===== src/rtl/restoring_divider_pkg.sv =====
// Shared types and constants for the sequential restoring divider.
package restoring_divider_pkg;

  localparam int unsigned DefaultWidth = 32;

  typedef enum logic [1:0] {
    StIdle = 2'd0,
    StRun  = 2'd1,
    StFix  = 2'd2,
    StDone = 2'd3
  } div_state_t;

endpackage


===== src/rtl/restoring_divider_div_step.sv =====
// One shift / trial-subtract / select stage of the restoring divide loop.
module restoring_divider_div_step #(
  parameter int unsigned WIDTH = 32
) (
  input  logic [WIDTH:0]   rem_i,
  input  logic             dvd_msb_i,
  input  logic [WIDTH-1:0] dmag_i,
  output logic [WIDTH:0]   rem_o,
  output logic             q_bit_o
);

  logic [WIDTH+1:0] shifted;
  logic [WIDTH+1:0] trial;

  always_comb begin
    shifted = {rem_i, dvd_msb_i};
    trial   = shifted - {2'b00, dmag_i};
    // No borrow out of the top bit means the trial remainder is non-negative.
    q_bit_o = ~trial[WIDTH+1];
    rem_o   = q_bit_o ? trial[WIDTH:0] : shifted[WIDTH:0];
  end

endmodule


===== src/rtl/restoring_divider.sv =====
// Iterative signed/unsigned divider: one quotient bit per clock, quotient to LO, remainder to HI.
module restoring_divider
  import restoring_divider_pkg::*;
#(
  parameter int unsigned WIDTH = DefaultWidth
) (
  input  logic             clock,
  input  logic             clear,
  input  logic             start,
  input  logic             is_signed,
  input  logic [WIDTH-1:0] dividend,
  input  logic [WIDTH-1:0] divisor,
  output logic             busy,
  output logic             done,
  output logic             div_by_zero,
  output logic [WIDTH-1:0] quotient,
  output logic [WIDTH-1:0] remainder
);

  localparam int unsigned        CntW    = $clog2(WIDTH) + 1;
  localparam logic [CntW-1:0]    CntMax  = CntW'(WIDTH);
  localparam logic [WIDTH-1:0]   AllOnes = {WIDTH{1'b1}};

  div_state_t       state;
  logic [CntW-1:0]  cnt;
  logic [WIDTH:0]   rem_q;
  logic [WIDTH-1:0] dvd_q;
  logic [WIDTH-1:0] dmag_q;
  logic [WIDTH-1:0] orig_q;
  logic             q_neg;
  logic             r_neg;

  logic [WIDTH:0]   step_rem;
  logic             step_q;
  logic             dvd_neg;
  logic             dsr_neg;

  assign dvd_neg = is_signed & dividend[WIDTH-1];
  assign dsr_neg = is_signed & divisor[WIDTH-1];

  restoring_divider_div_step #(
    .WIDTH(WIDTH)
  ) u_step (
    .rem_i    (rem_q),
    .dvd_msb_i(dvd_q[WIDTH-1]),
    .dmag_i   (dmag_q),
    .rem_o    (step_rem),
    .q_bit_o  (step_q)
  );

  always_ff @(posedge clock or posedge clear) begin
    if (clear) begin
      state       <= StIdle;
      cnt         <= '0;
      rem_q       <= '0;
      dvd_q       <= '0;
      dmag_q      <= '0;
      orig_q      <= '0;
      q_neg       <= 1'b0;
      r_neg       <= 1'b0;
      busy        <= 1'b0;
      done        <= 1'b0;
      div_by_zero <= 1'b0;
      quotient    <= '0;
      remainder   <= '0;
    end else begin
      unique case (state)
        StIdle: begin
          done <= 1'b0;
          if (start) begin
            dvd_q       <= dvd_neg ? -dividend : dividend;
            dmag_q      <= dsr_neg ? -divisor : divisor;
            orig_q      <= dividend;
            q_neg       <= dvd_neg ^ dsr_neg;
            r_neg       <= dvd_neg;
            rem_q       <= '0;
            cnt         <= '0;
            busy        <= 1'b1;
            div_by_zero <= 1'b0;
            state       <= StRun;
          end
        end
        StRun: begin
          // The counter reaches WIDTH only after the last iteration has retired.
          if (cnt == CntMax) begin
            state <= StFix;
          end else begin
            rem_q <= step_rem;
            dvd_q <= {dvd_q[WIDTH-2:0], step_q};
            cnt   <= cnt + 1'b1;
          end
        end
        StFix: begin
          if (dmag_q == '0) begin
            quotient    <= AllOnes;
            remainder   <= orig_q;
            div_by_zero <= 1'b1;
          end else begin
            quotient    <= q_neg ? -dvd_q : dvd_q;
            remainder   <= r_neg ? -rem_q[WIDTH-1:0] : rem_q[WIDTH-1:0];
            div_by_zero <= 1'b0;
          end
          busy  <= 1'b0;
          done  <= 1'b1;
          state <= StDone;
        end
        StDone: begin
          done  <= 1'b0;
          state <= StIdle;
        end
        default: state <= StIdle;
      endcase
    end
  end

endmodule


===== config.mk =====
export PLATFORM = sky130hd
export DESIGN_NAME = restoring_divider
export DESIGN_NICKNAME = d
export VERILOG_FILES = /design/src/rtl/restoring_divider_pkg.sv /design/src/rtl/restoring_divider_div_step.sv /design/src/rtl/restoring_divider.sv
export SDC_FILE = /design/constraint.sdc
export NUM_CORES = 1
export LEC_CHECK = 0
export BUFFER_PORTS_ARGS = -buffer_cell sky130_fd_sc_hd__buf_2
export CAP_MARGIN = 20
export CORE_MARGIN = 2
export CORE_UTILIZATION = 30
export DETAILED_ROUTE_END_ITERATION = 7
export REMOVE_ABC_BUFFERS = 1
export SYNTH_ARGS = -nofsm -noshare
export SYNTH_HDL_FRONTEND = slang
export SYNTH_SLANG_ARGS = --single-unit

===== constraint.sdc =====
create_clock -name clock -period 13.4 [get_ports clock]
set_input_delay 1.34 -clock clock [delete_from_list [all_inputs] [get_ports clock]]
set_output_delay 1.34 -clock clock [all_outputs]
set_load 0.1 [all_outputs]

Yosys cells after proc, flatten, opt, wreduce, memory -nomap -nowiden:

Cells that the tools add are included.

* $add $sub $neg: 6
* muxes and demuxes: 25
* bitwise operators: 4
* reduce and logical (&&, ||, !) cells: 10
* eq/ne operators: 7

Operator list (number)
* $mux W32: 8
* $neg A32 Y32: 4
* $mux W33: 3
* $pmux W33 S2: 1
* $pmux W32 S2: 1
* $sub A34 B32 Y34: 1
* $logic_not A32 Y1: 1
* $mux W6: 2
* $pmux W6 S2: 1
* $pmux W2 S4: 1
* $add A6 B1 Y6 const B: 1
* $eq A6 B6 Y1 const B: 1
* $ne A2 B2 Y1 const B: 3
* $pmux W1 S2: 3
* $reduce_and A2 Y1: 3
* $reduce_bool A2 Y1: 3
* $eq A2 B2 Y1 const B: 2
* $mux W2: 2
* $mux W1: 3
* $reduce_and A3 Y1: 1
* $and A1 B1 Y1: 2
* $eq A2 B1 Y1 const B: 1
* $logic_not A2 Y1: 1
* $reduce_or A2 Y1: 1
* other kinds (2): 2

* register bits after elaboration: 206
* output and inout port bits: 67
* input bits: 68

Longest topological paths before layout:

* depth in word-level cells: 4
* gate-level depth with buffers: 13
* depth with buffers taken out: 12

Cells and area by module:

A second synthesis with hierarchy kept.

* cells, all modules: 1547
* area total of the unflattened synthesis: 13524.2 µm²

Modules (own cells, without submodules)
* restoring_divider: cells an instance 1219, instances 1, seq. area each 5154.9 µm², area an instance 11353.4 µm²
* restoring_divider_div_step: cells an instance 328, instances 1, seq. area each 0.0 µm², area an instance 2170.8 µm²

Worst setup path after synthesis:

OpenSTA, ideal clock, no wires.

* kind: input to register
* start: in divisor[10]
* end: reg dmag_q[29]
* stages on the path: 7
* setup slack: 10110 ps
* library setup time: 133 ps
* data arrival time: 3157 ps
* data required time: 13267 ps
* cell sequence: or4_1 nor4_1 nor3b_2 nand3_1 o41ai_1 xor2_1 o21ai_0

* longest elaborated chain between the ends: 2

Ends and longest elaborated chain
* from (decl): line restoring_divider.sv:12 `input logic [WIDTH-1:0] divisor,`
* $neg A32 Y32: line restoring_divider.sv:72 `dmag_q <= dsr_neg ? -divisor : divisor;`
* $mux W32: line restoring_divider.sv:72
* to (signal assigned): line restoring_divider.sv:72
* to (decl): line restoring_divider.sv:28 `logic [WIDTH-1:0] dmag_q;`

Every way passes these cells.
A chain may end at the register's enable or synchronous reset.

Final worst setup path:

* start: reg rem_q[9]
* end: reg rem_q[27]

* longest elaborated chain between the ends: 4

Ends and longest elaborated chain
* from (decl): line restoring_divider.sv:26 `logic [WIDTH:0] rem_q;`
* from (signal assigned): line restoring_divider.sv:88 `rem_q <= step_rem;`
* $sub A34 B32 Y34: line restoring_divider_div_step.sv:17 `trial = shifted - {2'b00, dmag_i};`
* $mux W33: line restoring_divider_div_step.sv:20 `rem_o = q_bit_o ? trial[WIDTH:0] : shifted[WIDTH:0];`
* $mux W33: line restoring_divider.sv:85 `if (cnt == CntMax) begin`
* $pmux W33 S2: line restoring_divider.sv:67 `unique case (state)`

Every way passes these cells. The select of a mux whose other input is x is not followed.

==> key figures <==
STA
  • Crit share post-route: between 20% and 30%
  • Slew @ Worst Pin: approximately 1100 ps
  • Final worst slack: between 9000 and 10000 ps
  • Fmax: 261 MHz
  • Unrepaired setup endpoints after global routing: no
  • Clk_skew: 11.3 ps
  • Fin crit period: 3820 ps
  • Final Max Tran Viols: 0
  • Hold WS: 489 ps
  • TNS Setup: 0 ps
  • Final hold vios: 0
  • Final setup fails: 0
  • Worst slew margin: around 24%

Critical path
  • Setup slack, reg-to-reg: 9580 ps
  • Arrival time at the worst endpoint: 4220 ps
  • CP required: 13790 ps
  • Critical Path End: rem_q[27]$_DFFE_PP0P_
  • CP delay by family, top: simple AND/OR/NAND/NOR gates
  • CP Max Fanout: 40
  • Crit path buf inv count: 1
  • Crit Reg-Reg Startpoint: rem_q[9]$_DFFE_PP0P_
  • Worst setup SP type: register
  • Worst path slowest cell: nor4b_1
  • Max stage delay on crit path: 610 ps
  • Worst path cell trace: ha_1, and3_1, nand4_1, a21oi_1, nor4_4, nor4b_1, or4_4, and2_1, buf_4, o211ai_1
  • WP depth: 10
  • Reg2Reg Depth: 10
  • CP endpoint kind: register
  • Crit path launch: rem_q[9]$_DFFE_PP0P_
  • Worst setup path category: reg2reg
  • Reg2reg end: rem_q[27]$_DFFE_PP0P_

Cells and area
  • Layout overhead on the synthesized area: 15.2%
  • Final core occ: a little over a third
  • Share of layout cells above drive strength 1: 17.3%
  • Fin nets: 1671
  • # diodes: 0

Global routing
  • Number of global-route vias before repair: 10673
  • Pin count of the biggest net entering global routing: between 100 and 150
  • Gr usage total: ~16%
  • Initial antenna violation count: 2
  • First-pass GRT wire length: ~60000 um
  • GRT Residual Overflow: 0

Logic synthesis
  • Post-synth top area cell: dfrtp_1
  • Mapped Cells: between 1000 and 1500
  • FF+latch count, synth: 206
  • Synthesized area: ~13000 sq um
  • Number of enable flip-flop cells after synthesis: 0
  • Synth cell types: 74
  • Count leader, synth: dfrtp_1
  • Most used flip-flop cell after synthesis: dfrtp_1
  • Mean area per synthesized cell: 8.94 sq um
  • Synth top area share: 39.1%
  • Ys async rst share: 100%
  • Synth top area cells: dfrtp_1 (39%), o21ai_0 (5.4%), xnor2_1 (5.2%), nand2_1 (5.2%), mux2_2 (4.4%)
  • Most frequent cells after synthesis: dfrtp_1 (206), nand2_1 (181), o21ai_0 (141), nor2_1 (82), xnor2_1 (78)
  • Yosys Warn Count: 0
  • Sequential fraction of the synthesis area: about two fifths

Clocking
  • Htree depth: 1
  • Clk buf depth: 3
  • Sink Count: approximately 210
  • Number of buffers created by CTS: 24
  • Post_cts resized: 0
  • # hold bufs at CTS: 0
  • Clk_lat worst skew: about 530 ps
  • CTS tree: done
  • Root Driver: clkbuf_16
  • Postcts setup bufs: 0
  • Clock transition at path regs: ~60 ps

Flow run
  • Max cap viols: 0

Drt
  • Pre-antenna DRT Iters: 5
  • First DRT Iteration DRCs: ~800
  • Drt wl/cell: approximately 17 um
  • DRC viols: 0
  • Detail Route Antenna Nets: 0
  • Via Count: around 11000
  • Vias/cell: 5.13
  • DRT Wirelength: ~37000 um

Placed design
  • PortBufs: roughly 130
  • DP HPWL: about 28000 um
  • Dpl ws: around 9000 ps
  • Placer congestion estimate: about 0.87

Die
  • Cell Rows: 76
  • Core area: around 43000 sq um
  • Initial Utilization: slightly above 30%
  • Total Die Area: approximately 46000 sq um
  • Die Ht: about 210 um
  • Die Width: about 210 um
  • Top Ports: 135

Status
  • Outcome: completed

Worst hold path
  • Hold crit path type: reg2reg
  • Hold_sp: quotient[13]$_DFFE_PP0P_
## state kept, by name (all words and copies together) (netlist names)
signal	cells
busy	1
cnt	6
div_by_zero	1
dmag_q	32
done	1
dvd_q	32
orig_q	32
q_neg	1
quotient	32
r_neg	1
rem_q	33
remainder	32
state	2
## per-stage QoR
| stage | cells | instance area [sq um] |
|---|---|---|
| after floorplan | 1386 | 12800 |
| after global placement | 2119 | 14400 |
| after detailed placement | 2119 | 14400 |
| after CTS | 2157 | 15200 |
| after global routing | 2157 | 15200 |
| final | 2157 | 15200 |
## routing by layer
metal	wire length (um)	GRT usage [%]
met5	27	0
met4	883	4.67
met1	17300	22.5
met2	17000	26.8
met3	1650	2.02
## worst min path at each step
| stage | end | slack (ps) | depth (start not counted) |
|---|---|---|---|
| final | quotient[13]$_DFFE_PP0P_ | 490 | 1 |
| after global routing | quotient[12]$_DFFE_PP0P_ | 500 | 1 |
| after CTS | quotient[12]$_DFFE_PP0P_ | 490 | 1 |
| after detailed placement | quotient[12]$_DFFE_PP0P_ | 480 | 1 |
| after global placement | quotient[20]$_DFFE_PP0P_ | 480 | 1 |
| after floorplan | orig_q[0]$_DFFE_PP0P_ | 450 | 2 |
## cell families after synthesis
kind of cell | after synthesis | share of synthesized area (%)
buf+inv | 158 | 4.73
compound gates | 423 | 21.5
fa+ha+maj | 43 | 4.14
mux | 61 | 5.12
simple gates | 443 | 16.1
flops | 206 | 39.1
xor+xnor | 140 | 9.30
## cell type report
| type | instances | area, sq um |
|---|---|---|
| clock buffer | 31 | 668 |
| clock inverter | 7 | 138 |
| fill | 4424 | 28100 |
| inverter | 70 | 270 |
| multi-input combinational | 1110 | 7450 |
| sequential | 206 | 5150 |
| tap | 585 | 732 |
| timing repair buffer | 148 | 776 |
## cells in the final DEF (no fill, tap or decap), types with 16 or more instances in the layout
| cell | n |
|---|---|
| o21ai_0 | 141 |
| nor4_1 | 21 |
| dfrtp_1 | 206 |
| mux2_2 | 51 |
| o211ai_2 | 20 |
| buf_2 | 134 |
| a22oi_1 | 27 |
| nand2_1 | 180 |
| nor3_1 | 18 |
| a31oi_1 | 19 |
| xor2_1 | 62 |
| a21o_1 | 16 |
| a21oi_1 | 69 |
| inv_1 | 68 |
| nand3_1 | 29 |
| ha_1 | 41 |
| xnor2_1 | 78 |
| o22a_1 | 27 |
| nand4_1 | 38 |
| clkbuf_16 | 25 |
| nor2_1 | 80 |
| o31ai_1 | 23 |
Power is not shown: default switching activity piles up to over one toggle a cycle in this logic, so the estimate is an artifact.
